$ cat src/rtl/keccak_result_check.sv
// -----------------------------------------------------------------------------
// keccak_result_check
//
// Result checker that sits after the Keccak-800 hasher. A tag FIFO keeps the
// nonce of every hash that is in flight, in hasher output order. Each digest
// is compared with the share target over two pipeline stages:
//   stage 1 registers a less-than flag and an equal flag for each 64-bit chunk
//   stage 2 combines those flags MSB chunk first into "hash <= target".
// Winning nonces go into a small result FIFO. The host drains that FIFO with
// a valid/ack handshake. Protocol faults and lost winners are held in sticky
// status outputs until the next clear.
//
// Ports
//   clk             single clock
//   rst_n           asynchronous active-low reset
//   issue           a nonce enters the hasher this cycle
//   issue_nonce     nonce for that hash
//   hash_valid      hasher presents a digest this cycle
//   hash            256-bit digest (unsigned, bit 255 is the MSB)
//   target          256-bit share target, sampled together with hash_valid
//   found_valid     result FIFO is not empty
//   found_nonce     winning nonce at the result FIFO head (0 when empty)
//   found_ack       pops the head while found_valid is high
//   clear           synchronous clear of the sticky flags and drop counter
//   tag_overflow    sticky: issue arrived with the tag FIFO full and no pop
//   tag_underflow   sticky: hash_valid arrived with the tag FIFO empty
//   results_dropped saturating count of winners lost to a full result FIFO
// -----------------------------------------------------------------------------
module keccak_result_check #(
    parameter int NONCE_WIDTH  = 32,
    parameter int TAG_DEPTH    = 32,
    parameter int RESULT_DEPTH = 4
) (
    input  logic                   clk,
    input  logic                   rst_n,
    input  logic                   issue,
    input  logic [NONCE_WIDTH-1:0] issue_nonce,
    input  logic                   hash_valid,
    input  logic [255:0]           hash,
    input  logic [255:0]           target,
    output logic                   found_valid,
    output logic [NONCE_WIDTH-1:0] found_nonce,
    input  logic                   found_ack,
    input  logic                   clear,
    output logic                   tag_overflow,
    output logic                   tag_underflow,
    output logic [7:0]             results_dropped
);

    localparam int TAG_AW = $clog2(TAG_DEPTH);
    localparam int RES_AW = $clog2(RESULT_DEPTH);
    localparam logic [TAG_AW:0] TAG_ONE = 1;
    localparam logic [RES_AW:0] RES_ONE = 1;

    // ------------------------------------------------------------------
    // Tag FIFO
    // The pointers carry one extra wrap bit, so full and empty can be
    // told apart without a separate occupancy counter.
    // ------------------------------------------------------------------
    logic [NONCE_WIDTH-1:0] tag_mem [TAG_DEPTH];
    logic [TAG_AW:0]        tag_wr_ptr;
    logic [TAG_AW:0]        tag_rd_ptr;
    logic                   tag_empty;
    logic                   tag_full;
    logic                   tag_pop;
    logic                   tag_push;
    logic                   tag_ovf_evt;
    logic                   tag_unf_evt;

    assign tag_empty = (tag_wr_ptr == tag_rd_ptr);
    assign tag_full  = (tag_wr_ptr[TAG_AW] != tag_rd_ptr[TAG_AW]) &&
                       (tag_wr_ptr[TAG_AW-1:0] == tag_rd_ptr[TAG_AW-1:0]);

    // A digest can only consume a tag that already exists. If the FIFO is
    // empty, a push in the same cycle does not satisfy it: the digest is
    // discarded and the new tag stays queued.
    assign tag_pop     = hash_valid & ~tag_empty;
    assign tag_push    = issue & (~tag_full | tag_pop);
    assign tag_ovf_evt = issue & tag_full & ~tag_pop;
    assign tag_unf_evt = hash_valid & tag_empty;

    always_ff @(posedge clk or negedge rst_n) begin
        if (!rst_n) begin
            // NOTE: sequential state uses non-blocking assignments only, so
            // every register samples its inputs from before the edge.
            tag_wr_ptr <= '0;
            tag_rd_ptr <= '0;
        end else begin
            if (tag_push) tag_wr_ptr <= tag_wr_ptr + TAG_ONE;
            if (tag_pop)  tag_rd_ptr <= tag_rd_ptr + TAG_ONE;
        end
    end

    // NOTE: FIFO storage has no reset. The pointers alone decide what is
    // valid, so clearing the array would only add reset fan-out.
    always_ff @(posedge clk) begin
        if (tag_push) tag_mem[tag_wr_ptr[TAG_AW-1:0]] <= issue_nonce;
    end

    // ------------------------------------------------------------------
    // Compare stage 1: per-chunk flags and the popped nonce
    // ------------------------------------------------------------------
    logic                   s1_valid;
    logic [NONCE_WIDTH-1:0] s1_nonce;
    logic [3:0]             s1_lt;
    logic [3:0]             s1_eq;

    always_ff @(posedge clk or negedge rst_n) begin
        if (!rst_n) begin
            s1_valid <= 1'b0;
            s1_nonce <= '0;
            s1_lt    <= '0;
            s1_eq    <= '0;
        end else begin
            s1_valid <= tag_pop;
            if (tag_pop) s1_nonce <= tag_mem[tag_rd_ptr[TAG_AW-1:0]];
            for (int k = 0; k < 4; k++) begin
                s1_lt[k] <= hash[64*k +: 64] <  target[64*k +: 64];
                s1_eq[k] <= hash[64*k +: 64] == target[64*k +: 64];
            end
        end
    end

    // ------------------------------------------------------------------
    // Compare stage 2: hash <= target
    // Fold from the LSB chunk upward. Each higher chunk overrides the lower
    // result unless it is equal, so the MSB chunk decides first. If all
    // chunks are equal, the seed value of 1 makes the result true.
    // ------------------------------------------------------------------
    logic success;

    always_comb begin
        // NOTE: assigning the default first means no path can leave success
        // unassigned, which would otherwise infer a latch.
        success = 1'b1;
        for (int k = 0; k < 4; k++) begin
            success = s1_lt[k] | (s1_eq[k] & success);
        end
    end

    // ------------------------------------------------------------------
    // Result FIFO
    // ------------------------------------------------------------------
    logic [NONCE_WIDTH-1:0] res_mem [RESULT_DEPTH];
    logic [RES_AW:0]        res_wr_ptr;
    logic [RES_AW:0]        res_rd_ptr;
    logic                   res_empty;
    logic                   res_full;
    logic                   res_req;
    logic                   res_push;
    logic                   res_pop;
    logic                   drop_evt;

    assign res_empty = (res_wr_ptr == res_rd_ptr);
    assign res_full  = (res_wr_ptr[RES_AW] != res_rd_ptr[RES_AW]) &&
                       (res_wr_ptr[RES_AW-1:0] == res_rd_ptr[RES_AW-1:0]);

    assign res_req  = s1_valid & success;
    assign res_pop  = ~res_empty & found_ack;
    // A pop in the same cycle frees a slot, so a push into a full FIFO is
    // accepted when the head is being acknowledged.
    assign res_push = res_req & (~res_full | res_pop);
    assign drop_evt = res_req & res_full & ~res_pop;

    always_ff @(posedge clk or negedge rst_n) begin
        if (!rst_n) begin
            res_wr_ptr <= '0;
            res_rd_ptr <= '0;
        end else begin
            if (res_push) res_wr_ptr <= res_wr_ptr + RES_ONE;
            if (res_pop)  res_rd_ptr <= res_rd_ptr + RES_ONE;
        end
    end

    always_ff @(posedge clk) begin
        if (res_push) res_mem[res_wr_ptr[RES_AW-1:0]] <= s1_nonce;
    end

    // Both outputs depend only on registers. The head is masked while the
    // FIFO is empty, so found_nonce reads 0 after reset.
    assign found_valid = ~res_empty;
    assign found_nonce = res_empty ? '0 : res_mem[res_rd_ptr[RES_AW-1:0]];

    // ------------------------------------------------------------------
    // Sticky status. An event in the same cycle as clear takes priority.
    // ------------------------------------------------------------------
    always_ff @(posedge clk or negedge rst_n) begin
        if (!rst_n) begin
            tag_overflow    <= 1'b0;
            tag_underflow   <= 1'b0;
            results_dropped <= '0;
        end else begin
            if (tag_ovf_evt)  tag_overflow <= 1'b1;
            else if (clear)   tag_overflow <= 1'b0;

            if (tag_unf_evt)  tag_underflow <= 1'b1;
            else if (clear)   tag_underflow <= 1'b0;

            if (drop_evt) begin
                if (clear)                         results_dropped <= 8'd1;
                else if (results_dropped != 8'hFF) results_dropped <= results_dropped + 8'd1;
            end else if (clear) begin
                results_dropped <= '0;
            end
        end
    end

endmodule

$ cat config.mk
export PLATFORM = sky130hd
export DESIGN_NAME = keccak_result_check
export DESIGN_NICKNAME = d
export VERILOG_FILES = /design/src/rtl/keccak_result_check.sv
export SDC_FILE = /design/constraint.sdc
export NUM_CORES = 2
export LEC_CHECK = 0
export CORE_ASPECT_RATIO = 0.7
export CORE_MARGIN = 8
export CORE_UTILIZATION = 55
export CTS_BUF_LIST = sky130_fd_sc_hd__clkbuf_16
export DETAILED_ROUTE_END_ITERATION = 6
export DONT_BUFFER_PORTS = 1
export HOLD_SLACK_MARGIN = 0.03
export PLACE_DENSITY = 0.67
export SLEW_MARGIN = 40
export SYNTH_ARGS = -nofsm -noshare
export SYNTH_HDL_FRONTEND = slang
export SYNTH_SLANG_ARGS = --single-unit
export TNS_END_PERCENT = 100
$ cat constraint.sdc
create_clock -name clk -period 7.3 [get_ports clk]
set_input_delay 0.73 -clock clk [delete_from_list [all_inputs] [get_ports clk]]
set_output_delay 0.73 -clock clk [all_outputs]
set_load 0.02 [all_outputs]
==> metrics <==
Die W=387.5 microns; post_cts resized=0; PortBufs=0; Clock Tree Buf Depth=3; crit path max-delay cell type=a21oi_1; # rows=95; crit-path cells=buf_4, nor2b_1, buf_4, nand2_2, buf_4, o221ai_1, a21oi_1, a22o_1, o21ai_0; ranking of synthesized cells by area=edfxtp_1, mux4_2, ha_1; Crit path top cell by count=buf_4; HPWL after DPL=133.8 mm; initial core utilization=0.5546; DR vias/cell=6.711; Hold Slack=0.08144 ns; register area share after synthesis=0.6836; syn_area_per_cell=16.89 sq um; Net Sw Power=7241 uW; Max-slew headroom=0.3837; Async SR Flop Fraction=0.05651; crit path DAT=4.46 ns; area leader, netlist=edfxtp_1; htree depth=3; failing checks=DRC; fin nets=4031; largest net degree at the start of global routing=133; share of cells above drive strength 1=0.1663; sum of negative setup slack=0 ns; maximum VDD drop=0.0003024 V; I/O Pins=593; max-slew violations=0; max incr delay on CP=0.78 ns; top-area cell type share of the netlist area=0.6511; Placer Congestion=1.113; met2 usage=0.5014; Post-Route WL=178.5 mm; Max-Cap Viols=0; Pwr Total=20960 uW; grt met1 use=0.4412; Root Buffer=clkbuf_16; Reg power frac=0.425; critical path class=register to register; TritonRoute pass-1 iters=7; clock power share=0.257; Synth Register Bits=1221; CTS buffer count=105; Power Internal=13720 uW; WL/cell=39.01 microns; CP endpoint kind=register; clock sink total=1221; antenna-violating nets left=0; Reg2Reg Depth=9; EDFF count, synth=1152; Worst Skew=0.05227 ns; gr busiest metal=met2; # DRC=1; HP Class=input pin to register; total grt overflow=0; Period Utilization, post-route=0.5342; total nets after synthesis=3963; Required @ worst endpoint=7.86 ns; Logic pwr share=0.319; PwrDens=355.0 nW/um^2; Tmin final=3.899 ns; vias=30720; Netlist cell types=57; global-route wire length before repair=242.5 mm; Syn Inst Count=3146; CP startpoint kind=register; later-pin clock latency in the skew report=0.72 ns; switching part of the total=0.3454; unrepaired setup endpoints after global routing=no; Lkg Pwr=0.02097 uW; Fin. Hold Viols=0; Slew @ Worst Pin=0.8988 ns; outcome=complete, but fails checks; Die Area=107000 sq um; M3 GR Usage=0.1128; area grow syn2layout=11.16%; final setup vio count=0; core area=95800 sq um; Die Y-Extent=276.0 microns; clock slew at reported path FFs=0.07 ns; synthesis warning total=0; fmax=256.5 MHz; CTS tree=done; hold path depth=1; vias in the first global route=29270; antenna violations before repair=34; DRT iter0 DRCs=4338; GRT Overall Usage=0.3250; most common flop cell mapped by yosys=edfxtp_1; crit path max fanout=31; Mapped Area=53130 sq um
[path summary, 6_finish.rpt]
kind                                      end  slack (ns)          start
max                              s1_nonce[11]        3.40  tag_rd_ptr[3]
min                        results_dropped[7]        0.08          clear
max reg2reg                      s1_nonce[11]        3.40  tag_rd_ptr[3]
min reg2reg                     res_wr_ptr[2]        0.49  res_wr_ptr[2]
max in group asynchronous       tag_rd_ptr[1]        6.24          rst_n
min in group asynchronous            s1_eq[1]        0.63          rst_n
[critical path, delay by kind of cell (launching register included)]
family / cells / cell delay (ns)
AND/OR/NAND/NOR: 2 / 0.73
buffers and inverters: 3 / 1.06
AO/OA/AOI/OAI: 4 / 1.29
flip-flops: 1 / 0.62
[power groups by stage]
stage,clock network (uW),registers [uW],logic (uW)
6_report,5380,8900,6680
5_1_grt,5680,8940,6940
4_1_cts,5420,8900,6570
3_5_place_dp,0,9040,6530
3_3_place_gp,0,9000,6280
2_1_floorplan,0,8690,4280
[synth_stat cells (all sizes together), types with 13 or more instances]
cell type	instances
a211oi	46
a21oi	149
a22o	32
a22oi	33
buf	81
clkbuf	43
dfrtp	69
edfxtp	1152
ha	267
inv	270
mux2	25
mux2i	137
mux4	224
nand2	142
nand3	29
nand4	51
nor2	86
nor2b	42
nor3	13
o21ai	78
o221ai	32
o22ai	33
xnor2	18
[timing repair]
action,in CTS,in global routing
setup buffers,0,0
hold buffers,2,0
endpoints found under the hold margin,69,0
[registers in the layout (all words and copies together), names as in the netlist]
name	flops
results_dropped	8
s1_valid	1
tag_mem	1024
tag_overflow	1
tag_rd_ptr	6
res_mem	128
tag_wr_ptr	6
res_rd_ptr	3
tag_underflow	1
s1_lt	4
s1_nonce	32
res_wr_ptr	3
s1_eq	4
[per-stage QoR]
stage	util	instance area, sq um	cells	setup WS, ns
final	0.6165	59060	4577	3.401
after global routing	0.6161	59030	4564	3.335
after CTS	0.6156	58980	4561	3.519
after detailed placement	0.5808	55640	4365	3.525
after global placement	0.5692	54530	4309	3.515
after floorplan	-	53130	3146	4.086
[layout by cell type (no fill, tap or decap), types with 7 or more instances in the layout]
cell type	count
nor4_1	7
clkinv_2	18
nand4_1	51
a22oi_1	32
clkinv_1	23
clkbuf_16	107
xnor2_1	18
nand2_1	136
nand3_1	29
buf_16	21
xor2_1	8
diode_2	15
o221ai_1	32
inv_1	300
nor2_1	53
a211oi_1	46
o21ai_0	78
ha_1	267
mux4_2	224
buf_8	33
buf_4	26
o22ai_1	27
nor3_1	13
a22o_1	32
nor2b_1	39
edfxtp_1	1152
mux2_2	25
nor2_4	33
mux2i_1	136
dfrtp_1	63
a21oi_1	147
[layout make-up]
type / count / area (sq um)
diodes: 15 / 37.54
inverters: 270 / 1013
repair buffers: 85 / 1341
clock buffers: 107 / 2678
well taps: 1261 / 1578
flip-flops and latches: 1221 / 36330
multi-input cells: 1531 / 15460
clock inverters: 87 / 620.6
fillers: 6665 / 36740
[cells by family after synthesis]
logic type | synth area share
xor+xnor | 0.004592
buf+inv | 0.03200
mux | 0.1261
fa+ha+maj | 0.06287
flops | 0.6836
compound gates | 0.05350
simple gates | 0.03742
[per-layer routing]
metal,vias to the layer above,part of all wire
li1,12530,-
met1,15790,0.39
met2,2104,0.46
met3,276,0.12
met4,20,0.034
met5,-,0.0019
(Power assumes the default switching activity.)
